===== src/rtl/loot_grab_ctrl.sv =====
// loot_grab_ctrl: grab/carry/award controller for the hook-and-loot game.
// Tracks one grab at a time: a hook hit on a loot pixel clears that tile,
// the item rides the hook home slowly, and on arrival it is scored and
// removed from the level's loot count.
//
// Ports:
//   clk, resetN      - system clock, asynchronous active-low reset
//   start_level      - level start strobe; reloads loot_left from total_amount
//   hook_draw        - hook drawn at the current pixel
//   hook_extending   - hook travelling outward
//   hook_home        - hook back at its origin
//   loot_type[2:0]   - loot under the current pixel (0 none, 1 gold, 2 rock)
//   total_amount[7:0]- loot items placed in the level
//   loot_collision   - one-clock pulse clearing the hit tile
//   carried_type[2:0]- loot currently on the hook (0 = empty)
//   retract_slow     - hook is loaded and retracts slowly
//   score_valid      - one-clock pulse qualifying score_add
//   score_add[7:0]   - points for the delivered item
//   loot_left[7:0]   - items still on the map
//   level_cleared    - all loot delivered, held until next start_level
module loot_grab_ctrl #(
  parameter logic [7:0] GOLD_VALUE = 8'd50,
  parameter logic [7:0] ROCK_VALUE = 8'd10
) (
  input  logic       clk,
  input  logic       resetN,
  input  logic       start_level,
  input  logic       hook_draw,
  input  logic       hook_extending,
  input  logic       hook_home,
  input  logic [2:0] loot_type,
  input  logic [7:0] total_amount,
  output logic       loot_collision,
  output logic [2:0] carried_type,
  output logic       retract_slow,
  output logic       score_valid,
  output logic [7:0] score_add,
  output logic [7:0] loot_left,
  output logic       level_cleared
);

  localparam int unsigned TYPE_W  = 3;
  localparam int unsigned COUNT_W = 8;

  typedef enum logic [2:0] {
    S_IDLE,
    S_ARMED,
    S_CARRY,
    S_AWARD,
    S_CLEARED
  } state_t;

  state_t              state_q, state_d;
  logic                loot_collision_d;
  logic [TYPE_W-1:0]   carried_type_d;
  logic                retract_slow_d;
  logic                score_valid_d;
  logic [COUNT_W-1:0]  score_add_d;
  logic [COUNT_W-1:0]  loot_left_d;
  logic                level_cleared_d;
  logic                hit_c;
  logic [COUNT_W-1:0]  item_value_c;

  assign hit_c = hook_draw && hook_extending && (loot_type != TYPE_W'(0));

  // Points for the item currently on the hook.
  always_comb begin
    item_value_c = COUNT_W'(0);
    if (carried_type == TYPE_W'(1))      item_value_c = GOLD_VALUE;
    else if (carried_type == TYPE_W'(2)) item_value_c = ROCK_VALUE;
  end

  // Next state and next registered output values; start_level wins over all.
  always_comb begin
    state_d          = state_q;
    loot_collision_d = 1'b0;
    carried_type_d   = carried_type;
    retract_slow_d   = retract_slow;
    score_valid_d    = 1'b0;
    score_add_d      = COUNT_W'(0);
    loot_left_d      = loot_left;
    level_cleared_d  = level_cleared;

    if (start_level) begin
      loot_left_d     = total_amount;
      carried_type_d  = TYPE_W'(0);
      retract_slow_d  = 1'b0;
      // An empty level is complete the moment it starts.
      level_cleared_d = (total_amount == COUNT_W'(0));
      state_d         = (total_amount == COUNT_W'(0)) ? S_CLEARED : S_ARMED;
    end else begin
      case (state_q)
        S_IDLE: ;
        S_ARMED: begin
          if (hit_c) begin
            loot_collision_d = 1'b1;
            carried_type_d   = loot_type;
            retract_slow_d   = 1'b1;
            state_d          = S_CARRY;
          end
        end
        S_CARRY: begin
          // Award values are registered so they appear during the AWARD cycle.
          if (hook_home) begin
            score_valid_d  = 1'b1;
            score_add_d    = item_value_c;
            loot_left_d    = (loot_left == COUNT_W'(0)) ? COUNT_W'(0)
                                                        : loot_left - COUNT_W'(1);
            carried_type_d = TYPE_W'(0);
            retract_slow_d = 1'b0;
            state_d        = S_AWARD;
          end
        end
        S_AWARD: begin
          if (loot_left == COUNT_W'(0)) begin
            level_cleared_d = 1'b1;
            state_d         = S_CLEARED;
          end else begin
            state_d = S_ARMED;
          end
        end
        S_CLEARED: level_cleared_d = 1'b1;
        default:   state_d = S_IDLE;
      endcase
    end
  end

  // State and output registers.
  always_ff @(posedge clk or negedge resetN) begin
    if (!resetN) begin
      state_q        <= S_IDLE;
      loot_collision <= 1'b0;
      carried_type   <= TYPE_W'(0);
      retract_slow   <= 1'b0;
      score_valid    <= 1'b0;
      score_add      <= COUNT_W'(0);
      loot_left      <= COUNT_W'(0);
      level_cleared  <= 1'b0;
    end else begin
      state_q        <= state_d;
      loot_collision <= loot_collision_d;
      carried_type   <= carried_type_d;
      retract_slow   <= retract_slow_d;
      score_valid    <= score_valid_d;
      score_add      <= score_add_d;
      loot_left      <= loot_left_d;
      level_cleared  <= level_cleared_d;
    end
  end

endmodule


===== config.mk =====
export PLATFORM = sky130hd
export DESIGN_NAME = loot_grab_ctrl
export DESIGN_NICKNAME = d
export VERILOG_FILES = /design/src/rtl/loot_grab_ctrl.sv
export SDC_FILE = /design/constraint.sdc
export NUM_CORES = 1
export LEC_CHECK = 0
export CORE_MARGIN = 2
export CORE_UTILIZATION = 30
export CTS_BUF_LIST = sky130_fd_sc_hd__clkbuf_8
export DETAILED_ROUTE_END_ITERATION = 8
export GPL_TIMING_DRIVEN = 0
export SETUP_SLACK_MARGIN = 0.02
export SYNTH_ARGS = -nofsm -noshare
export SYNTH_HDL_FRONTEND = slang
export SYNTH_SLANG_ARGS = --single-unit
export TNS_END_PERCENT = 50

===== constraint.sdc =====
create_clock -name clk -period 2.2 [get_ports clk]
set_input_delay 0.22 -clock clk [delete_from_list [all_inputs] [get_ports clk]]
set_output_delay 0.22 -clock clk [all_outputs]
set_load 0.02 [all_outputs]

==> results of run 1 <==
==> layout by cell type, fill, tap and decap left out, types with 4 or more instances in the layout <==
master / count
buf_4: 5
a21oi_1: 4
dfrtp_1: 21
conb_1: 4
nor3_1: 6
nand2_1: 14
clkdlybuf4s50_1: 35
nor2_1: 9
inv_1: 8
==> flip-flops by register name, summed over array words and instances, names as in the netlist <==
| register | count |
|---|---|
| loot_left | 8 |
| loot_collision | 1 |
| score_add | 3 |
| score_valid | 1 |
| carried_type | 3 |
| retract_slow | 1 |
| state_q | 3 |
| level_cleared | 1 |
==> cell families after synthesis <==
logic type / after synthesis / synth area share [%]
AO/OA/AOI/OAI: 28 / 19.4
AND/OR/NAND/NOR: 48 / 23.0
buffers and inverters: 17 / 7.47
multiplexers: 2 / 1.90
adder cells (fa/ha/maj): 1 / 1.11
other: 1 / 0.334
flip-flops: 21 / 46.8
==> cell type report <==
cell class	count	share of cell area, %
inverters	8	1.89
clock inverters	1	0.315
clock buffers	3	2.60
well taps	48	3.78
plain buffers	9	3.38
multi-input cells	83	33.0
flip-flops and latches	21	33.0
repair buffers	35	22.0
==> layer usage <==
metal | part of all wire, % | track usage [%] | wire length (microns) | up-vias
li1 | - | - | - | 507
met1 | 45 | 18.4 | 1310 | 525
met2 | 46 | 24.4 | 1340 | 31
met3 | 5.4 | 3.42 | 155 | 6
met4 | 3.2 | 9.64 | 93 | 0
met5 | 0 | 0 | 0 | -
==> power breakdown <==
group	total (mW)	internal (mW)	switching, mW	leakage [nW]
registers	0.437	0.409	0.0284	0.272
clock network	0.256	0.126	0.130	0.0255
logic	0.213	0.103	0.110	0.384
==> how the worst max path moves through the flow <==
stage	from	to	slack [ns]
after floorplan	loot_left[3]	state_q[0]	0.39
after global placement	loot_type[1]	carried_type[0]	0.07
after detailed placement	loot_type[1]	carried_type[0]	0.07
after CTS	loot_left[3]	loot_left[5]	0.21
after global routing	loot_type[1]	carried_type[1]	0.10
final	loot_left[3]	loot_left[5]	0.33
==> synth_stat cells, types with 2 or more instances <==
master / instances / area share [%]
buf_4: 5 / 3.3
a22o_1: 3 / 2.3
a211oi_1: 2 / 1.3
nor4_1: 3 / 1.7
a21oi_1: 4 / 1.8
clkbuf_1: 3 / 1.0
nor3_1: 6 / 2.7
o21ai_0: 2 / 0.89
nand2b_1: 3 / 1.7
dfrtp_1: 21 / 47
nor2_1: 9 / 3.0
o221ai_1: 3 / 2.3
nor4b_1: 2 / 1.6
inv_1: 8 / 2.7
nand3_1: 2 / 0.89
o311ai_0: 3 / 2.3
nand2_1: 14 / 4.7
==> results.md, run 1 <==
- The area of the placeable core is 3630 sq um.
- The HPWL after detailed placement is 2160 microns.
- The reg-to-reg startpoint is loot_left[3].
- After routing, the total negative slack on setup checks comes to 0 ns.
- The synthesized design contains 0 enable-type register cells.
- The slack of the worst reg-to-reg path is 0.33 ns.
- The share of the cycle needed by the critical path after routing is 85.0%.
- The number of nets with antenna violations after detailed routing is 0.
- Along the worst path, the maximum fanout reaches 8.
- Global routing finished with a remaining overflow of 0.
- The cell count after synthesis came out at 118.
- Summing every instance area after synthesis gives 1120 sq um.
- The worst path meets setup with 0.331 ns of slack.
- The number of global-route vias before repair is 1053.
- The number of storage elements in the synthesis netlist is 21.
- The area enclosed by the die boundary is 4250 sq um.
- For this run, the number of standard cells in the final layout without fillers is 208.
- The number of slew-limit violations in the final report was 0.
- In this run the worst hold path is classified as in -> async.
- The number of placed instances, taps included is 204.
- The pre-antenna-repair detailed-routing pass consisted of 4 iterations.
- The worst register-to-register path ends at loot_left[5].
- The largest single stage delay on the critical path is 0.53 ns.
- The yosys synthesis warning count is 0.
- In this run the clock root is driven by a clkbuf_8.
- The sequential area share after synthesis is 46.8%.
- In this run, post-CTS hold repair placed 0 buffers.
- The total length of routed wires is 2890 microns.
- For this run, the top clock speed supported by timing is 0.535 GHz.
- At the pin with the least slew margin, the transition time is 0.932 ns.
- The element type at the critical path start is a flip-flop.
- The setup clock skew after layout is 0.00384 ns.
- The count of antenna diodes in the layout is 0.
- The number of H-tree levels is 1.
- In the global route stage, overall resource usage came out at 15.2%.
- The cell with the largest stage delay on the worst path is nor4_1.
- OpenSTA, run right after detailed placement, puts the worst setup slack at 0.0661 ns.
- The synthesis-to-layout area growth is 41.7%.
- The critical path contains buffers and inverters numbering 0 combined.
- The starting utilization of the core area is 30.9%.
- The prevailing post-synth register cell is dfrtp_1.
- The post-CTS resize count is 0.
- The iteration-0 DRC count of the detailed router is 37.
- In the final layout, the share of cells above drive strength 1 is 10.0%.
- By startpoint and endpoint, the worst setup path is classified as reg -> reg.
- The hold violation count in the final report came to 0.
- The die extent in y is 65.2 microns.
- The detail-routed via count per cell is 5.14.
- The area used by multi-input combinational logic is 524 sq um.
- The final worst hold slack is 0.475 ns.
- TritonCTS built the clock tree.
- The clock transition time at the flip-flop clock pins of the worst setup and hold paths is 0.08 ns.
- Averaged over all synthesized cells, the footprint is 9.51 sq um.
- The final period demand of the worst path is 1.87 ns.
- Across the whole layout, storage elements account for 526 sq um.
- The first global-routing pass estimated 4880 microns of wire.
- Setup violations remaining at the end of the flow were counted as 0.
- The number of top-level pins is 40.
- In the final design database the tool counted 179 nets.
- The final-layout fill cell count is 355.
- The logic depth of the worst setup path including buffers is 4.
- The initial antenna violation count is 0.
- At the worst endpoint, the required time is 2.33 ns.
- The clock net sink count is 21.
- Setup repair after global routing left no endpoint under its margin.
- Measured on the finished design, the core utilization comes to 43.8%.
- Power spread over the standard cell area amounts to 569 nW/um^2.
- For this run, design rule violations remaining after detail routing come to 0.
- Data arrives at the worst endpoint at 2.00 ns.
- Broken down by cell family, the worst path's largest delay share belongs to simple AND/OR/NAND/NOR gates.
- The worst-case IR drop observed on VDD is 0.000221 V.
- The pin count of the biggest net entering global routing is 22.
- The routed length per instance is 13.9 microns.
- The number of CTS-inserted buffers is 3.
- Summing over every cut layer, the via total after detailed routing is 1069.
- The worst pin sits at a relative slew slack of 37.7%.
- The congestion estimate from routability-driven global placement came to 0.842.
- Synthesis instantiated 42 different standard cells from the library.
- The flow ran to the end, and the final reports show no timing, DRC or antenna violations.
- The cell area after placement is 1540 sq um.
- The clock passes through at most 2 buffers.
- The count of port buffers added during placement is 35.
- The later pin in the worst-skew pair is clocked with a latency of 0.26 ns.
- The summed area of non-filler cells in the final layout is 1590 sq um.
- The die is 65.2 microns wide.
- The total power of the final layout is 0.905 mW.
- The floorplan has 22 rows.
- After synthesis, the share of flip-flops with an asynchronous set or reset is 100%.
- The number of maximum-capacitance constraint violations is 0.
- The critical path goes through nor4_1 > nand2_1 > o21ai_1 > o221ai_1.
- After clock tree synthesis, the setup repair step added 0 buffers.
- The number of cells on the worst reg-to-reg path is 4.
- The sort of element at the end of the critical path is a flip-flop.
- In this run the static leakage power is 0.681 nW.
Note: power is estimated with default switching activity, not from simulation.
==> run 2, diff against run 1 <==
==> constraint.sdc (replaced) <==
create_clock -name clk -period 1.6 [get_ports clk]
set_input_delay 0.16 -clock clk [delete_from_list [all_inputs] [get_ports clk]]
set_output_delay 0.16 -clock clk [all_outputs]
set_load 0.02 [all_outputs]
==> run 2 against run 1 <==
The flow now finishes with violations (negative setup slack). Largest cell class is now multi-input combinational cells. Hold slack worse by 0.068 ns. Critical path type unchanged. Die area stayed put. Critical path depth unchanged.
==> results.md, run 2 (synthesis results as in run 1) <==
- The run finished, with violations left.
- The final reports fail on negative setup slack.
- The slew at the pin closest to its max-slew limit is 0.897 ns.
- Detailed routing inserted a total of 1091 vias.
- Counting I/O delays and the setup requirement, the final critical path takes 1.78 ns.
- The hold violation count in the final report is 0.
- The maximum number of buffers from clock root to sink is 2.
- The pin count of the biggest net entering global routing is 22.
- In this run, CTS created clock tree buffers numbering 3.
- The total length of routed wires is 2880 microns.
- The number of global-route vias before repair is 1030.
- The data arrival time at the worst-slack endpoint is 1.92 ns.
- The clock transition time at the flip-flop clock pins of the worst setup and hold paths is 0.07 ns.
- In the routed design, unresolved DRC markers number 0.
- The iteration-0 DRC count of the detailed router is 26.
- In the final layout, the share of cells above drive strength 1 is 23.0%.
- The first detailed-routing pass took 4 iterations.
- The number of nets with antenna violations after detailed routing is 0.
- The initial antenna violation count is 0.
- The setup clock skew after layout is 0.00138 ns.
- The summed area of non-filler cells in the final layout is 1730 sq um.
- Setup repair after global routing could not meet its margin everywhere.
- The worst pin sits at a relative slew slack of 40.0%.
- The number of flip-flops in the largest register is 8.
- The routed length per instance is 13.5 microns.
- For the worst setup path, the data required time is 1.74 ns.
- The width of the chip is 65.2 microns.
- In this run the static leakage power is 0.738 nW.
- The most common cell after layout, fill and taps aside is clkdlybuf4s50_1.
- TritonCTS built the clock tree.
- The die covers 4250 sq um.
- Relative to the synthesized area, the layout overhead comes to 54.3%.
- The worst setup path is of the reg -> reg kind.
- The count of standard-cell rows is 22.
- Buffers placed on the I/O ports in this run total 35.
- The final weighted congestion in routability-driven placement is 0.842.
- The setup violation total in the final timing report is 8.
- In the finished design, the share of the clock period the worst path needs comes to 111%.
- In the layout the commonest cells are clkdlybuf4s50_1, dfrtp_1, nand2_1.
- Summed over all layers, the global routing overflow is 0.
- The largest fanout on the critical path is 6.
- Across every metal layer, demand over resource in global routing totals 14.5%.
- The number of slew-limit violations in the final report is 0.
- The starting utilization of the core area is 30.9%.
- The number of placed instances, taps included is 204.
- Summing all placed instances gives a cell area of 1550 sq um.
- The tree built by TritonCTS fans out to 21 sinks.
- For this design the ratio of total power to cell area is 743 nW/um^2.
- In this run the clock root is driven by a clkbuf_8.
- The core region is 3630 sq um.
- The worst-case setup margin in the final layout is -0.177 ns.
- Derived from the worst setup path, the maximum achievable clock frequency is 0.563 GHz.
- The first global-routing pass estimated 4720 microns of wire.
- In this run the vertical extent of the chip is 65.2 microns.
- The largest register by flop count is loot_left.
- 40 I/O pins were placed.
- The number of antenna diodes in the final layout is 0.
- The total power of the final layout is 1.29 mW.
- The HPWL after detailed placement is 2190 microns.
- The worst-skew pair later-pin latency is 0.26 ns.
- Dividing the detail-routed via count by the number of cells gives 5.12.
- The final net count is 184.
- The count of cells in the finished layout, fillers not included, comes to 213.
- The sort of element at the end of the critical path is a flip-flop.
- The number of maximum-capacitance constraint violations is 0.
- The worst setup path is launched from a flip-flop.
- The tightest min-delay check is of the in -> async type.
- At the placement stage, the worst setup path has a slack of -0.496 ns.
- In this run the number of H-tree levels came out at 1.
- The peak supply drop is 0.000400 V.
- The total of hold buffers inserted after clock tree synthesis is 0.
- Hold timing on the final database bottoms out at a slack of 0.406 ns.
run 2: cell types whose count changed in the layout (fill, tap and decap cells not counted), moves of 2 or more:
cell,previous run,this run
buf_4,5,12
clkbuf_1,3,0
clkbuf_2,0,2
dfrtp_1,21,19
dfrtp_2,0,2
nor3_1,6,4
nor4b_1,2,0
nor4b_2,0,2
run 2: worst paths after layout:
| check | startpoint | to | slack [ns] | depth (start not counted) |
|---|---|---|---|---|
| worst max register to register | loot_left[3] | state_q[0] | -0.18 | 4 |
| min in group clk | retract_slow | retract_slow | 0.47 | 1 |
| worst min-delay path | resetN | carried_type[1] | 0.41 | 1 |
| worst min register to register | retract_slow | retract_slow | 0.47 | 1 |
| max in group asynchronous | resetN | loot_left[4] | 0.59 | 1 |
| worst max-delay path | loot_left[3] | state_q[0] | -0.18 | 4 |
run 2: what timing repair did:
item / in CTS / in global routing
pin swaps: 0 / 3
resized for setup: 8 / 15
endpoints found under the setup margin: 16 / 19
hold endpoints to repair: 0 / 0
cloned: 0 / 0
setup buffers: 4 / 2
run 2: final cells by class:
class                           count  area [sq um]
Clock buffer                        3          41.3
Sequential cell                    21           528
Multi-Input combinational cell     83           622
Clock inverter                      1          5.00
Timing Repair Buffer               41           393
Tap cell                           48          60.1
Buffer                              8          52.6
Fill cell                         360          1900
Inverter                            8          30.0
run 2: layer usage:
| layer | global-route usage [%] | up-vias | part of all wire [%] |
|---|---|---|---|
| li1 | - | 525 | - |
| met1 | 18.8 | 519 | 45 |
| met2 | 23.0 | 41 | 47 |
| met3 | 3.94 | 6 | 7.0 |
| met4 | 5.73 | 0 | 1.3 |
| met5 | 0 | - | 0 |
run 2: stage by stage:
stage / util [%] / TNS [ns]
3_3_place_gp: 42.6 / -4.75
4_1_cts: 45.7 / -0.633
6_report: 47.7 / -0.871
2_1_floorplan: - / -0.149
5_1_grt: 47.7 / -1.51
3_5_place_dp: 42.6 / -4.44
run 2: critical path: stages (launching register included):
cell	delay [ns]
dfrtp_2	0.45
or4_4	0.54
or4_4	0.43
a31oi_1	0.16
o22ai_1	0.09
run 2: where the power goes:
group | switching (mW) | internal [mW] | total (mW)
combinational | 0.164 | 0.172 | 0.336
sequential | 0.0477 | 0.563 | 0.611
clock | 0.166 | 0.173 | 0.340
total | 0.379 | 0.908 | 1.29
